$ cat src/rtl/rs_bank_if.sv
// rtl/rs_bank_if.sv - dispatch, CDB, issue and status bundle of the reservation station
interface rs_bank_if #(
  parameter int NUM_ENTRIES = 4,
  parameter int TAG_W       = 5,
  parameter int DATA_W      = 32,
  parameter int CTRL_W      = 8
);
  localparam int CNT_W = $clog2(NUM_ENTRIES + 1);

  logic              dispatch_valid;
  logic              dispatch_ready;
  logic [DATA_W-1:0] dispatch_opa;
  logic              dispatch_opa_valid;
  logic [TAG_W-1:0]  dispatch_opa_tag;
  logic [DATA_W-1:0] dispatch_opb;
  logic              dispatch_opb_valid;
  logic [TAG_W-1:0]  dispatch_opb_tag;
  logic [TAG_W-1:0]  dispatch_dest_tag;
  logic [CTRL_W-1:0] dispatch_ctrl;

  logic              cdb_valid;
  logic [TAG_W-1:0]  cdb_tag;
  logic [DATA_W-1:0] cdb_value;

  logic              issue_valid;
  logic              issue_ready;
  logic [DATA_W-1:0] issue_opa;
  logic [DATA_W-1:0] issue_opb;
  logic [TAG_W-1:0]  issue_dest_tag;
  logic [CTRL_W-1:0] issue_ctrl;

  logic              flush;
  logic [CNT_W-1:0]  free_count;
  logic              full;

  modport master (
    output dispatch_valid, dispatch_opa, dispatch_opa_valid, dispatch_opa_tag,
           dispatch_opb, dispatch_opb_valid, dispatch_opb_tag, dispatch_dest_tag,
           dispatch_ctrl, cdb_valid, cdb_tag, cdb_value, issue_ready, flush,
    input  dispatch_ready, issue_valid, issue_opa, issue_opb, issue_dest_tag,
           issue_ctrl, free_count, full
  );

  modport slave (
    input  dispatch_valid, dispatch_opa, dispatch_opa_valid, dispatch_opa_tag,
           dispatch_opb, dispatch_opb_valid, dispatch_opb_tag, dispatch_dest_tag,
           dispatch_ctrl, cdb_valid, cdb_tag, cdb_value, issue_ready, flush,
    output dispatch_ready, issue_valid, issue_opa, issue_opb, issue_dest_tag,
           issue_ctrl, free_count, full
  );
endinterface

$ cat src/rtl/rs_bank.sv
// rtl/rs_bank.sv - multi-entry reservation station with CDB wakeup and fixed-priority issue
module rs_bank #(
  parameter int NUM_ENTRIES = 4,
  parameter int TAG_W       = 5,
  parameter int DATA_W      = 32,
  parameter int CTRL_W      = 8
) (
  input logic   clock,
  input logic   reset,
  rs_bank_if.slave bus
);
  localparam int IDX_W = (NUM_ENTRIES > 1) ? $clog2(NUM_ENTRIES) : 1;
  localparam int CNT_W = $clog2(NUM_ENTRIES + 1);

  logic [NUM_ENTRIES-1:0] busy_q, busy_d;
  logic [NUM_ENTRIES-1:0] opa_rdy_q, opa_rdy_d;
  logic [NUM_ENTRIES-1:0] opb_rdy_q, opb_rdy_d;
  logic [DATA_W-1:0]      opa_q [NUM_ENTRIES];
  logic [DATA_W-1:0]      opa_d [NUM_ENTRIES];
  logic [DATA_W-1:0]      opb_q [NUM_ENTRIES];
  logic [DATA_W-1:0]      opb_d [NUM_ENTRIES];
  logic [TAG_W-1:0]       opa_tag_q [NUM_ENTRIES];
  logic [TAG_W-1:0]       opa_tag_d [NUM_ENTRIES];
  logic [TAG_W-1:0]       opb_tag_q [NUM_ENTRIES];
  logic [TAG_W-1:0]       opb_tag_d [NUM_ENTRIES];
  logic [TAG_W-1:0]       dest_q [NUM_ENTRIES];
  logic [TAG_W-1:0]       dest_d [NUM_ENTRIES];
  logic [CTRL_W-1:0]      ctrl_q [NUM_ENTRIES];
  logic [CTRL_W-1:0]      ctrl_d [NUM_ENTRIES];

  logic [IDX_W-1:0] alloc_idx;
  logic [IDX_W-1:0] sel_idx;
  logic             sel_found;
  logic [CNT_W-1:0] free_cnt;
  logic             full_w;
  logic             dispatch_ready_w;
  logic             issue_valid_w;
  logic             dispatch_fire;
  logic             issue_fire;
  logic             opa_bypass;
  logic             opb_bypass;

  // Downward scan so the last hit is the lowest index for both free and ready entries.
  always_comb begin
    alloc_idx = '0;
    sel_idx   = '0;
    sel_found = 1'b0;
    free_cnt  = '0;
    for (int i = NUM_ENTRIES - 1; i >= 0; i--) begin
      if (!busy_q[i]) begin
        alloc_idx = IDX_W'(i);
      end
      if (busy_q[i] && opa_rdy_q[i] && opb_rdy_q[i]) begin
        sel_idx   = IDX_W'(i);
        sel_found = 1'b1;
      end
      free_cnt = free_cnt + {{(CNT_W-1){1'b0}}, ~busy_q[i]};
    end
  end

  assign full_w           = (free_cnt == '0);
  assign dispatch_ready_w = !full_w && !bus.flush;
  assign issue_valid_w    = sel_found && !bus.flush;
  assign dispatch_fire    = bus.dispatch_valid && dispatch_ready_w;
  assign issue_fire       = issue_valid_w && bus.issue_ready;

  assign opa_bypass = !bus.dispatch_opa_valid && bus.cdb_valid &&
                      (bus.cdb_tag == bus.dispatch_opa_tag);
  assign opb_bypass = !bus.dispatch_opb_valid && bus.cdb_valid &&
                      (bus.cdb_tag == bus.dispatch_opb_tag);

  assign bus.dispatch_ready = dispatch_ready_w;
  assign bus.full           = full_w;
  assign bus.free_count     = free_cnt;
  assign bus.issue_valid    = issue_valid_w;
  assign bus.issue_opa      = issue_valid_w ? opa_q[sel_idx]  : '0;
  assign bus.issue_opb      = issue_valid_w ? opb_q[sel_idx]  : '0;
  assign bus.issue_dest_tag = issue_valid_w ? dest_q[sel_idx] : '0;
  assign bus.issue_ctrl     = issue_valid_w ? ctrl_q[sel_idx] : '0;

  always_comb begin
    busy_d    = busy_q;
    opa_rdy_d = opa_rdy_q;
    opb_rdy_d = opb_rdy_q;
    opa_d     = opa_q;
    opb_d     = opb_q;
    opa_tag_d = opa_tag_q;
    opb_tag_d = opb_tag_q;
    dest_d    = dest_q;
    ctrl_d    = ctrl_q;
    if (bus.flush) begin
      busy_d = '0;
    end else begin
      for (int i = 0; i < NUM_ENTRIES; i++) begin
        if (bus.cdb_valid && busy_q[i]) begin
          if (!opa_rdy_q[i] && (opa_tag_q[i] == bus.cdb_tag)) begin
            opa_d[i]     = bus.cdb_value;
            opa_rdy_d[i] = 1'b1;
          end
          if (!opb_rdy_q[i] && (opb_tag_q[i] == bus.cdb_tag)) begin
            opb_d[i]     = bus.cdb_value;
            opb_rdy_d[i] = 1'b1;
          end
        end
      end
      if (issue_fire) begin
        busy_d[sel_idx] = 1'b0;
      end
      // alloc_idx is a free entry, so it can never collide with the issuing one.
      if (dispatch_fire) begin
        busy_d[alloc_idx]    = 1'b1;
        opa_rdy_d[alloc_idx] = bus.dispatch_opa_valid || opa_bypass;
        opb_rdy_d[alloc_idx] = bus.dispatch_opb_valid || opb_bypass;
        opa_d[alloc_idx]     = opa_bypass ? bus.cdb_value : bus.dispatch_opa;
        opb_d[alloc_idx]     = opb_bypass ? bus.cdb_value : bus.dispatch_opb;
        opa_tag_d[alloc_idx] = bus.dispatch_opa_tag;
        opb_tag_d[alloc_idx] = bus.dispatch_opb_tag;
        dest_d[alloc_idx]    = bus.dispatch_dest_tag;
        ctrl_d[alloc_idx]    = bus.dispatch_ctrl;
      end
    end
  end

  always_ff @(posedge clock) begin
    if (!reset) begin
      busy_q    <= '0;
      opa_rdy_q <= '0;
      opb_rdy_q <= '0;
      for (int i = 0; i < NUM_ENTRIES; i++) begin
        opa_q[i]     <= '0;
        opb_q[i]     <= '0;
        opa_tag_q[i] <= '0;
        opb_tag_q[i] <= '0;
        dest_q[i]    <= '0;
        ctrl_q[i]    <= '0;
      end
    end else begin
      busy_q    <= busy_d;
      opa_rdy_q <= opa_rdy_d;
      opb_rdy_q <= opb_rdy_d;
      opa_q     <= opa_d;
      opb_q     <= opb_d;
      opa_tag_q <= opa_tag_d;
      opb_tag_q <= opb_tag_d;
      dest_q    <= dest_d;
      ctrl_q    <= ctrl_d;
    end
  end
endmodule

$ cat src/flat_wrapper.sv
// flat-port wrapper written by rule: the top's interface ports become plain ports
module rs_bank_flat 
#(
  parameter int NUM_ENTRIES = 4,
  parameter int TAG_W       = 5,
  parameter int DATA_W      = 32,
  parameter int CTRL_W      = 8
)
  (clock, reset, bus_dispatch_valid, bus_dispatch_opa, bus_dispatch_opa_valid, bus_dispatch_opa_tag, bus_dispatch_opb, bus_dispatch_opb_valid, bus_dispatch_opb_tag, bus_dispatch_dest_tag, bus_dispatch_ctrl, bus_cdb_valid, bus_cdb_tag, bus_cdb_value, bus_issue_ready, bus_flush, bus_dispatch_ready, bus_issue_valid, bus_issue_opa, bus_issue_opb, bus_issue_dest_tag, bus_issue_ctrl, bus_free_count, bus_full);
  rs_bank_if #(.NUM_ENTRIES(NUM_ENTRIES), .TAG_W(TAG_W), .DATA_W(DATA_W), .CTRL_W(CTRL_W)) bus_i ();
  input logic clock;
  input logic reset;
  input wire logic [$bits(bus_i.dispatch_valid)-1:0] bus_dispatch_valid;
  input wire logic [$bits(bus_i.dispatch_opa)-1:0] bus_dispatch_opa;
  input wire logic [$bits(bus_i.dispatch_opa_valid)-1:0] bus_dispatch_opa_valid;
  input wire logic [$bits(bus_i.dispatch_opa_tag)-1:0] bus_dispatch_opa_tag;
  input wire logic [$bits(bus_i.dispatch_opb)-1:0] bus_dispatch_opb;
  input wire logic [$bits(bus_i.dispatch_opb_valid)-1:0] bus_dispatch_opb_valid;
  input wire logic [$bits(bus_i.dispatch_opb_tag)-1:0] bus_dispatch_opb_tag;
  input wire logic [$bits(bus_i.dispatch_dest_tag)-1:0] bus_dispatch_dest_tag;
  input wire logic [$bits(bus_i.dispatch_ctrl)-1:0] bus_dispatch_ctrl;
  input wire logic [$bits(bus_i.cdb_valid)-1:0] bus_cdb_valid;
  input wire logic [$bits(bus_i.cdb_tag)-1:0] bus_cdb_tag;
  input wire logic [$bits(bus_i.cdb_value)-1:0] bus_cdb_value;
  input wire logic [$bits(bus_i.issue_ready)-1:0] bus_issue_ready;
  input wire logic [$bits(bus_i.flush)-1:0] bus_flush;
  output wire logic [$bits(bus_i.dispatch_ready)-1:0] bus_dispatch_ready;
  output wire logic [$bits(bus_i.issue_valid)-1:0] bus_issue_valid;
  output wire logic [$bits(bus_i.issue_opa)-1:0] bus_issue_opa;
  output wire logic [$bits(bus_i.issue_opb)-1:0] bus_issue_opb;
  output wire logic [$bits(bus_i.issue_dest_tag)-1:0] bus_issue_dest_tag;
  output wire logic [$bits(bus_i.issue_ctrl)-1:0] bus_issue_ctrl;
  output wire logic [$bits(bus_i.free_count)-1:0] bus_free_count;
  output wire logic [$bits(bus_i.full)-1:0] bus_full;
  assign bus_i.dispatch_valid = bus_dispatch_valid;
  assign bus_i.dispatch_opa = bus_dispatch_opa;
  assign bus_i.dispatch_opa_valid = bus_dispatch_opa_valid;
  assign bus_i.dispatch_opa_tag = bus_dispatch_opa_tag;
  assign bus_i.dispatch_opb = bus_dispatch_opb;
  assign bus_i.dispatch_opb_valid = bus_dispatch_opb_valid;
  assign bus_i.dispatch_opb_tag = bus_dispatch_opb_tag;
  assign bus_i.dispatch_dest_tag = bus_dispatch_dest_tag;
  assign bus_i.dispatch_ctrl = bus_dispatch_ctrl;
  assign bus_i.cdb_valid = bus_cdb_valid;
  assign bus_i.cdb_tag = bus_cdb_tag;
  assign bus_i.cdb_value = bus_cdb_value;
  assign bus_i.issue_ready = bus_issue_ready;
  assign bus_i.flush = bus_flush;
  assign bus_dispatch_ready = bus_i.dispatch_ready;
  assign bus_issue_valid = bus_i.issue_valid;
  assign bus_issue_opa = bus_i.issue_opa;
  assign bus_issue_opb = bus_i.issue_opb;
  assign bus_issue_dest_tag = bus_i.issue_dest_tag;
  assign bus_issue_ctrl = bus_i.issue_ctrl;
  assign bus_free_count = bus_i.free_count;
  assign bus_full = bus_i.full;
  rs_bank #(.NUM_ENTRIES(NUM_ENTRIES), .TAG_W(TAG_W), .DATA_W(DATA_W), .CTRL_W(CTRL_W)) u_core (.clock(clock), .reset(reset), .bus(bus_i));
endmodule
$ cat config.mk
export PLATFORM = sky130hd
export DESIGN_NAME = rs_bank_flat
export DESIGN_NICKNAME = d
export VERILOG_FILES = /design/src/rtl/rs_bank_if.sv /design/src/rtl/rs_bank.sv /design/src/flat_wrapper.sv
export SDC_FILE = /design/constraint.sdc
export NUM_CORES = 1
export LEC_CHECK = 0
export CORE_MARGIN = 2
export CORE_UTILIZATION = 50
export CTS_CLUSTER_SIZE = 25
export DETAILED_ROUTE_END_ITERATION = 8
export MAX_ROUTING_LAYER = met4
export PLACE_DENSITY = 0.82
export SETUP_SLACK_MARGIN = 0.05
export SYNTH_ARGS = -nofsm -noshare
export SYNTH_HDL_FRONTEND = slang
export SYNTH_SLANG_ARGS = --single-unit
export TNS_END_PERCENT = 20
$ cat constraint.sdc
create_clock -name clock -period 4.5 [get_ports clock]
set_input_delay 0.9 -clock clock [delete_from_list [all_inputs] [get_ports clock]]
set_output_delay 0.9 -clock clock [all_outputs]
set_load 0.01 [all_outputs]
======== Yosys cells after proc, flatten, opt, wreduce, memory -nomap -nowiden ========
Cells that the tools add are included.
W data, S select, Z words.
storage, ports and cells
  flip-flop bits (word level) ............. 360
  input bits .............................. 132
  output and inout port bits .............. 83
cells by class
  $add $sub $neg .......................... 3
  $lt $le $gt $ge ......................... 7
  eq/ne operators ......................... 10
  muxes and demuxes ....................... 103
  bitwise operators ....................... 11
  reductions and logical operators ........ 48
operators with widths
  kind                  count
  $mux W32              33
  $bwmux W128           2
  $mux W128             2
  $bmux W32 S2          2
  $demux W32 S2         1
  $bwmux W20            3
  $eq A5 B5 Y1          10
  $bwmux W32            1
  $mux W8               4
  $logic_and A1 B1 Y1   31
  $mux W1               30
  $mux W4               5
  $mux W5               4
  $bmux W8 S2           1
  $demux W8 S2          1
  $mux W2               8
  $logic_not A1 Y1      12
  $bmux W5 S2           1
  $demux W5 S2          1
  $bwmux W4             2
  $add A3 B1 Y3         2
  $ge A3 B3 Y1 const B  2
  $lt A2 B3 Y1 const B  2
  $not A1 Y1            6
  12 further kinds      16

======== Longest topological paths before layout ========
Gate-level depths: netlist (run 1).
  depth in word-level cells ............... 16
  depth in mapped cells ................... 12
  gate-level depth less buffers ........... 10

======== Least setup slack after synthesis (run 1) ========
OpenSTA, ideal clock, no wires.
  path kind ............................... reg-to-reg
  from .................................... reg u_core.busy_q[2]
  to ...................................... reg u_core.opa_q[100] in the netlist's numbering
  library setup time ...................... 0.122 ns
  arrival ................................. 3.004 ns
  slack ................................... 1.374 ns
  stages on the path, launching flop included .. 12
  cells stage by stage .................... dfxtp_1 inv_1 ha_1 fa_1 ha_1 or3_1 inv_1 a211o_1 nor4_1 a41o_1 buf_2 a221o_1
between the ends
  elaborated cells between the ends (all ways) .. 19
  classes of those cells .................. 3 x add/sub; 2 x order compare; 7 x mux; 2 x bitwise; 5 x reduce/logical
RTL lines
  what                         RTL line            text
  from (decl)                  rs_bank.sv:15       logic [NUM_ENTRIES-1:0] busy_q, busy_d;
  from (signal assigned)       rs_bank.sv:138      busy_q <= busy_d;
  $not A1 Y1                   rs_bank.sv:57       free_cnt = free_cnt + {{(CNT_W-1){1'b0}}, ~busy_q[i]};
  $add A1 B1 Y2                rs_bank.sv:57
  $add A3 B1 Y3 (2 in series)  rs_bank.sv:57
  net bus_free_count[1]        flat_wrapper.sv:33  output wire logic [$bits(bus_i.free_count)-1:0] bus_free_count;
  $logic_not A3 Y1             rs_bank.sv:61       assign full_w = (free_cnt == '0);
  net bus_full                 flat_wrapper.sv:34  output wire logic [$bits(bus_i.full)-1:0] bus_full;
  $logic_not A1 Y1             rs_bank.sv:62       assign dispatch_ready_w = !full_w && !bus.flush;
  $logic_and A1 B1 Y1          rs_bank.sv:62
  $logic_and A1 B1 Y1          rs_bank.sv:64       assign dispatch_fire = bus.dispatch_valid && dispatch_ready_w;
  $mux W128                    rs_bank.sv:110      if (dispatch_fire) begin
  to (signal assigned)         rs_bank.sv:141      opa_q <= opa_d;
  to (decl)                    rs_bank.sv:18       logic [DATA_W-1:0] opa_q [NUM_ENTRIES];
The timed path passes the listed nets, and every way through them passes these cells.
A chain may end at the register's enable or synchronous reset.

======== Worst setup path in the final report (run 1) ========
  from .................................... reg u_core.busy_q[2]
  to ...................................... out bus_full
between the ends
  longest elaborated chain between the ends .. 5
RTL lines
  what                         RTL line
  $not A1 Y1                   rs_bank.sv:57
  $add A1 B1 Y2                rs_bank.sv:57
  $add A3 B1 Y3 (2 in series)  rs_bank.sv:57
  $logic_not A3 Y1             rs_bank.sv:61
  to (decl)                    flat_wrapper.sv:34
Every way passes these cells.

==> results of run 1 <==
-- cell usage after synthesis, drive strengths merged, types with 5 or more instances --
master / instances / area, um2
nor4: 11 / 68.8
nand2: 277 / 1040
clkbuf: 177 / 664
a31oi: 35 / 219
a211oi: 154 / 1160
xor2: 31 / 272
nand3: 39 / 195
a221o: 32 / 320
nand3b: 5 / 37.5
nand4: 5 / 31.3
a221oi: 33 / 289
dfxtp: 360 / 7210
and2: 65 / 407
nor3: 159 / 796
o21a: 32 / 240
a222oi: 77 / 771
mux2i: 32 / 320
and3: 40 / 250
a21oi: 185 / 926
or2: 31 / 194
inv: 104 / 390
o21ai: 249 / 1250
xnor2: 19 / 166
buf: 60 / 310
a21boi: 33 / 248
o221a: 37 / 417
nor2: 48 / 180
-- critical path, cell delays in order, from the launching register on --
cell	delay [ns]
dfxtp_1	0.42
inv_1	0.07
ha_1	0.32
fa_1	0.37
ha_1	0.31
or3_1	0.45
inv_1	0.25
clkdlybuf4s50_1	0.69
-- routing by layer --
layer / vias to the layer above / GRT usage [%] / wire [um]
li1: 8960 / - / -
met1: 9479 / 44.9 / 26100
met2: 1585 / 55.8 / 32100
met3: 330 / 6.85 / 9020
met4: 0 / 19.9 / 4040
met5: - / - / 0
-- flip-flops by register name, summed over array words and instances (netlist names) --
name and flops:
u_core.ctrl_q 32, u_core.opa_rdy_q 4, u_core.opb_tag_q 20, u_core.dest_q 20, u_core.opb_rdy_q 4, u_core.busy_q 4, u_core.opb_q 128, u_core.opa_tag_q 20
u_core.opa_q 128
-- kinds of logic (layout without fill, tap and decap cells) --
kind of cell,count (synthesis),after routing,synth area share [%]
AOI/OAI and AO/OA,890,890,32.1
xor gates and xnor gates,50,50,2.33
adders and majority gates,5,5,0.372
buffers and inverters,341,450,7.25
DFF,360,360,38.3
muxes,32,32,1.70
other,0,2,0
and+or+nand+nor,702,703,17.9
-- power by group through the flow --
stage / logic, mW / clock network [mW] / registers, mW
final: 0.666 / 3.43 / 3.26
after global routing: 0.707 / 3.57 / 3.27
after CTS: 0.641 / 3.43 / 3.26
after detailed placement: 0.637 / 0 / 3.33
after global placement: 0.620 / 0 / 3.33
after floorplan: 0.345 / 0 / 3.33
-- worst max-delay path by stage --
| stage | start | to | slack, ns |
|---|---|---|---|
| 2_1_floorplan | u_core.busy_q[2]$_SDFF_PP0_ | u_core.opa_q[100]$_SDFFE_PN0N_ | 1.37 |
| 3_3_place_gp | u_core.busy_q[2]$_SDFF_PP0_ | bus_full | 0.80 |
| 3_5_place_dp | bus_cdb_tag[4] | u_core.opb_q[44]$_SDFFE_PN0N_ | 0.75 |
| 4_1_cts | u_core.busy_q[2]$_SDFF_PP0_ | bus_full | 0.19 |
| 5_1_grt | u_core.busy_q[2]$_SDFF_PP0_ | bus_full | 0.06 |
| 6_report | u_core.busy_q[2]$_SDFF_PP0_ | bus_full | 0.19 |
-- stage by stage --
| step | worst slack, ns | hold WS, ns |
|---|---|---|
| 2_1_floorplan | 1.37 | 0.430 |
| 3_3_place_gp | 0.800 | 0.441 |
| 3_5_place_dp | 0.747 | 0.447 |
| 4_1_cts | 0.194 | 0.456 |
| 5_1_grt | 0.0643 | 0.471 |
| 6_report | 0.185 | 0.455 |
-- area by class of cell --
cell class	instances	area [um2]	share of cell area, %
diodes	2	5.00	0.0220
clock buffers	56	1170	5.16
clock inverters	15	191	0.843
inverters	104	390	1.72
multi-input cells	1680	10400	45.8
flip-flops and latches	360	7210	31.7
well taps	511	639	2.82
repair buffers	275	2690	11.9
==> summary.md, run 1 <==
| Metric | Value |
|---|---|
| PortBufs | `214` |
| RSZ-0062 raised after global routing | `false` |
| Fin crit period | `4.31 ns` |
| CTS sink count | `360` |
| Post-route cell area | `22,700 um2` |
| Final ANT Viol Nets | `0` |
| Final setup violation count | `0` |
| Area growth, synth to finish | `20.6%` |
| CTS Buffer Depth | `3` |
| Clk Latency, worst-skew pair | `0.56 ns` |
| Fillcell total | `3,182` |
| Min-Delay Endpoint | `u_core.ctrl_q[29]$_SDFFE_PN0P_` |
| Fmax | `0.232 GHz` |
| Setup TNS | `0 ns` |
| Seq/Total Area, Yosys | `38.3%` |
| Synth Flop Type | `dfxtp_1` |
| Avg Cell Area, Syn | `7.91 um2` |
| Initial Util | `50.3%` |
| Part of the power in registers | `44.3%` |
| Grt total ovfl | `0` |
| Global-route wire length before repair | `109,000 um` |
| Status | `completed` |
| Most frequent cells in the layout | `360 x dfxtp_1, 277 x nand2_1, 246 x o21ai_0, 212 x clkdlybuf4s50_1, 185 x a21oi_1` |
| Num CTS Buffers | `40` |
| Post-synth EDFFs | `0` |
| Initial antenna violation count | `1` |
| Worst r2r dst | `u_core.opb_q[106]$_SDFFE_PN0N_` |
| Finished Layout Cells | `3,003` |
| Final core utilization | `60.7%` |
| Clock power share | `46.6%` |
| Core area | `37,400 um2` |
| Via count | `20.4k` |
| Chip Width | `198 um` |
| PostCTS Resize Cnt | `0` |
| Hold Path Class | `register to register` |
| Vias/cell | `6.78` |
| Layout cell share with drive strength beyond 1 | `8.27%` |
| CP Launch Type | `register` |
| CP Class | `register to output pin` |
| H-tree depth | `2` |
| CTS clk-pin slew, worst paths | `0.06 ns` |
| Sw Pwr | `1.83 mW` |
| Setup Fix Bufs, Post-CTS | `0` |
| CTS tree | `built` |
| Register bit count reported by yosys | `360` |
| Post-DP Area | `21,300 um2` |
| Routed len/inst | `23.7 um` |
| R2R setup slack | `0.65 ns` |
| Async SR Flop Fraction | `0%` |
| Final nets | `2,598` |
| Critical path arrival | `3.41 ns` |
| Final period utilization | `95.9%` |
| Worst Clk Skew | `0.0385 ns` |
| Hold Startpoint | `u_core.ctrl_q[29]$_SDFFE_PN0P_` |
| Final GP Congestion | `0.961` |
| Synthesized area | `18,800 um2` |
| Leakage Power | `7.25 nW` |
| Final wirelength | `71,200 um` |
| Slew Limit Fails | `0` |
| R2R depth | `10` |
| WP data required | `3.60 ns` |
| Gate power share | `9.0%` |
| Max_slew headroom | `20.5%` |
| Int Pwr | `5.54 mW` |
| DIE AREA | `39,200 um2` |
| Netlist cell types | `60` |
| Post-Syn Instances | `2,380` |
| Pre-Repair DR Iteration Count | `7` |
| Pwr dens | `324 nW/um2` |
| Final Hold Viols | `0` |
| Vias in the first global route | `19.7k` |
| Cell count of the worst hold path | `2` |
| Placed insts | `2,929` |
| Reg-to-Reg Start | `u_core.busy_q[2]$_SDFF_PP0_` |
| Total track usage | `36.2%` |
| Worst IR Drop VDD | `0.276 mV` |
| Most common cell after layout, fill and taps aside | `dfxtp_1` |
| # rows | `71` |
| Post-CTS Hold Buffers | `0` |
| Setup crit end kind | `output pin` |
| Largest net degree at the start of global routing | `127` |
| Worst-margin pin slew | `1.19 ns` |
| First DRT Iteration DRCs | `3,287` |
| Hpwl dp | `43,500 um` |
| Worst-path fanout max | `6` |
| Top-Level Pins | `215` |
| Drc violations | `0` |
| Design Power | `7.36 mW` |
| Maxcap violations | `0` |
| Switch share | `24.8%` |
| Ys Warns | `0` |
| Post-Syn Nets | `2,517` |
| Root Buffer | `clkbuf_16` |
| Die Span Y | `198 um` |
Note: power is estimated with default switching activity, not from simulation.
==> run 2, diff against run 1 <==
- ABC_CLOCK_PERIOD_IN_PS: not set -> 4500
==> results of run 2 <==
Same layout as run 1: the final DEF is identical, and so are final timing and power.
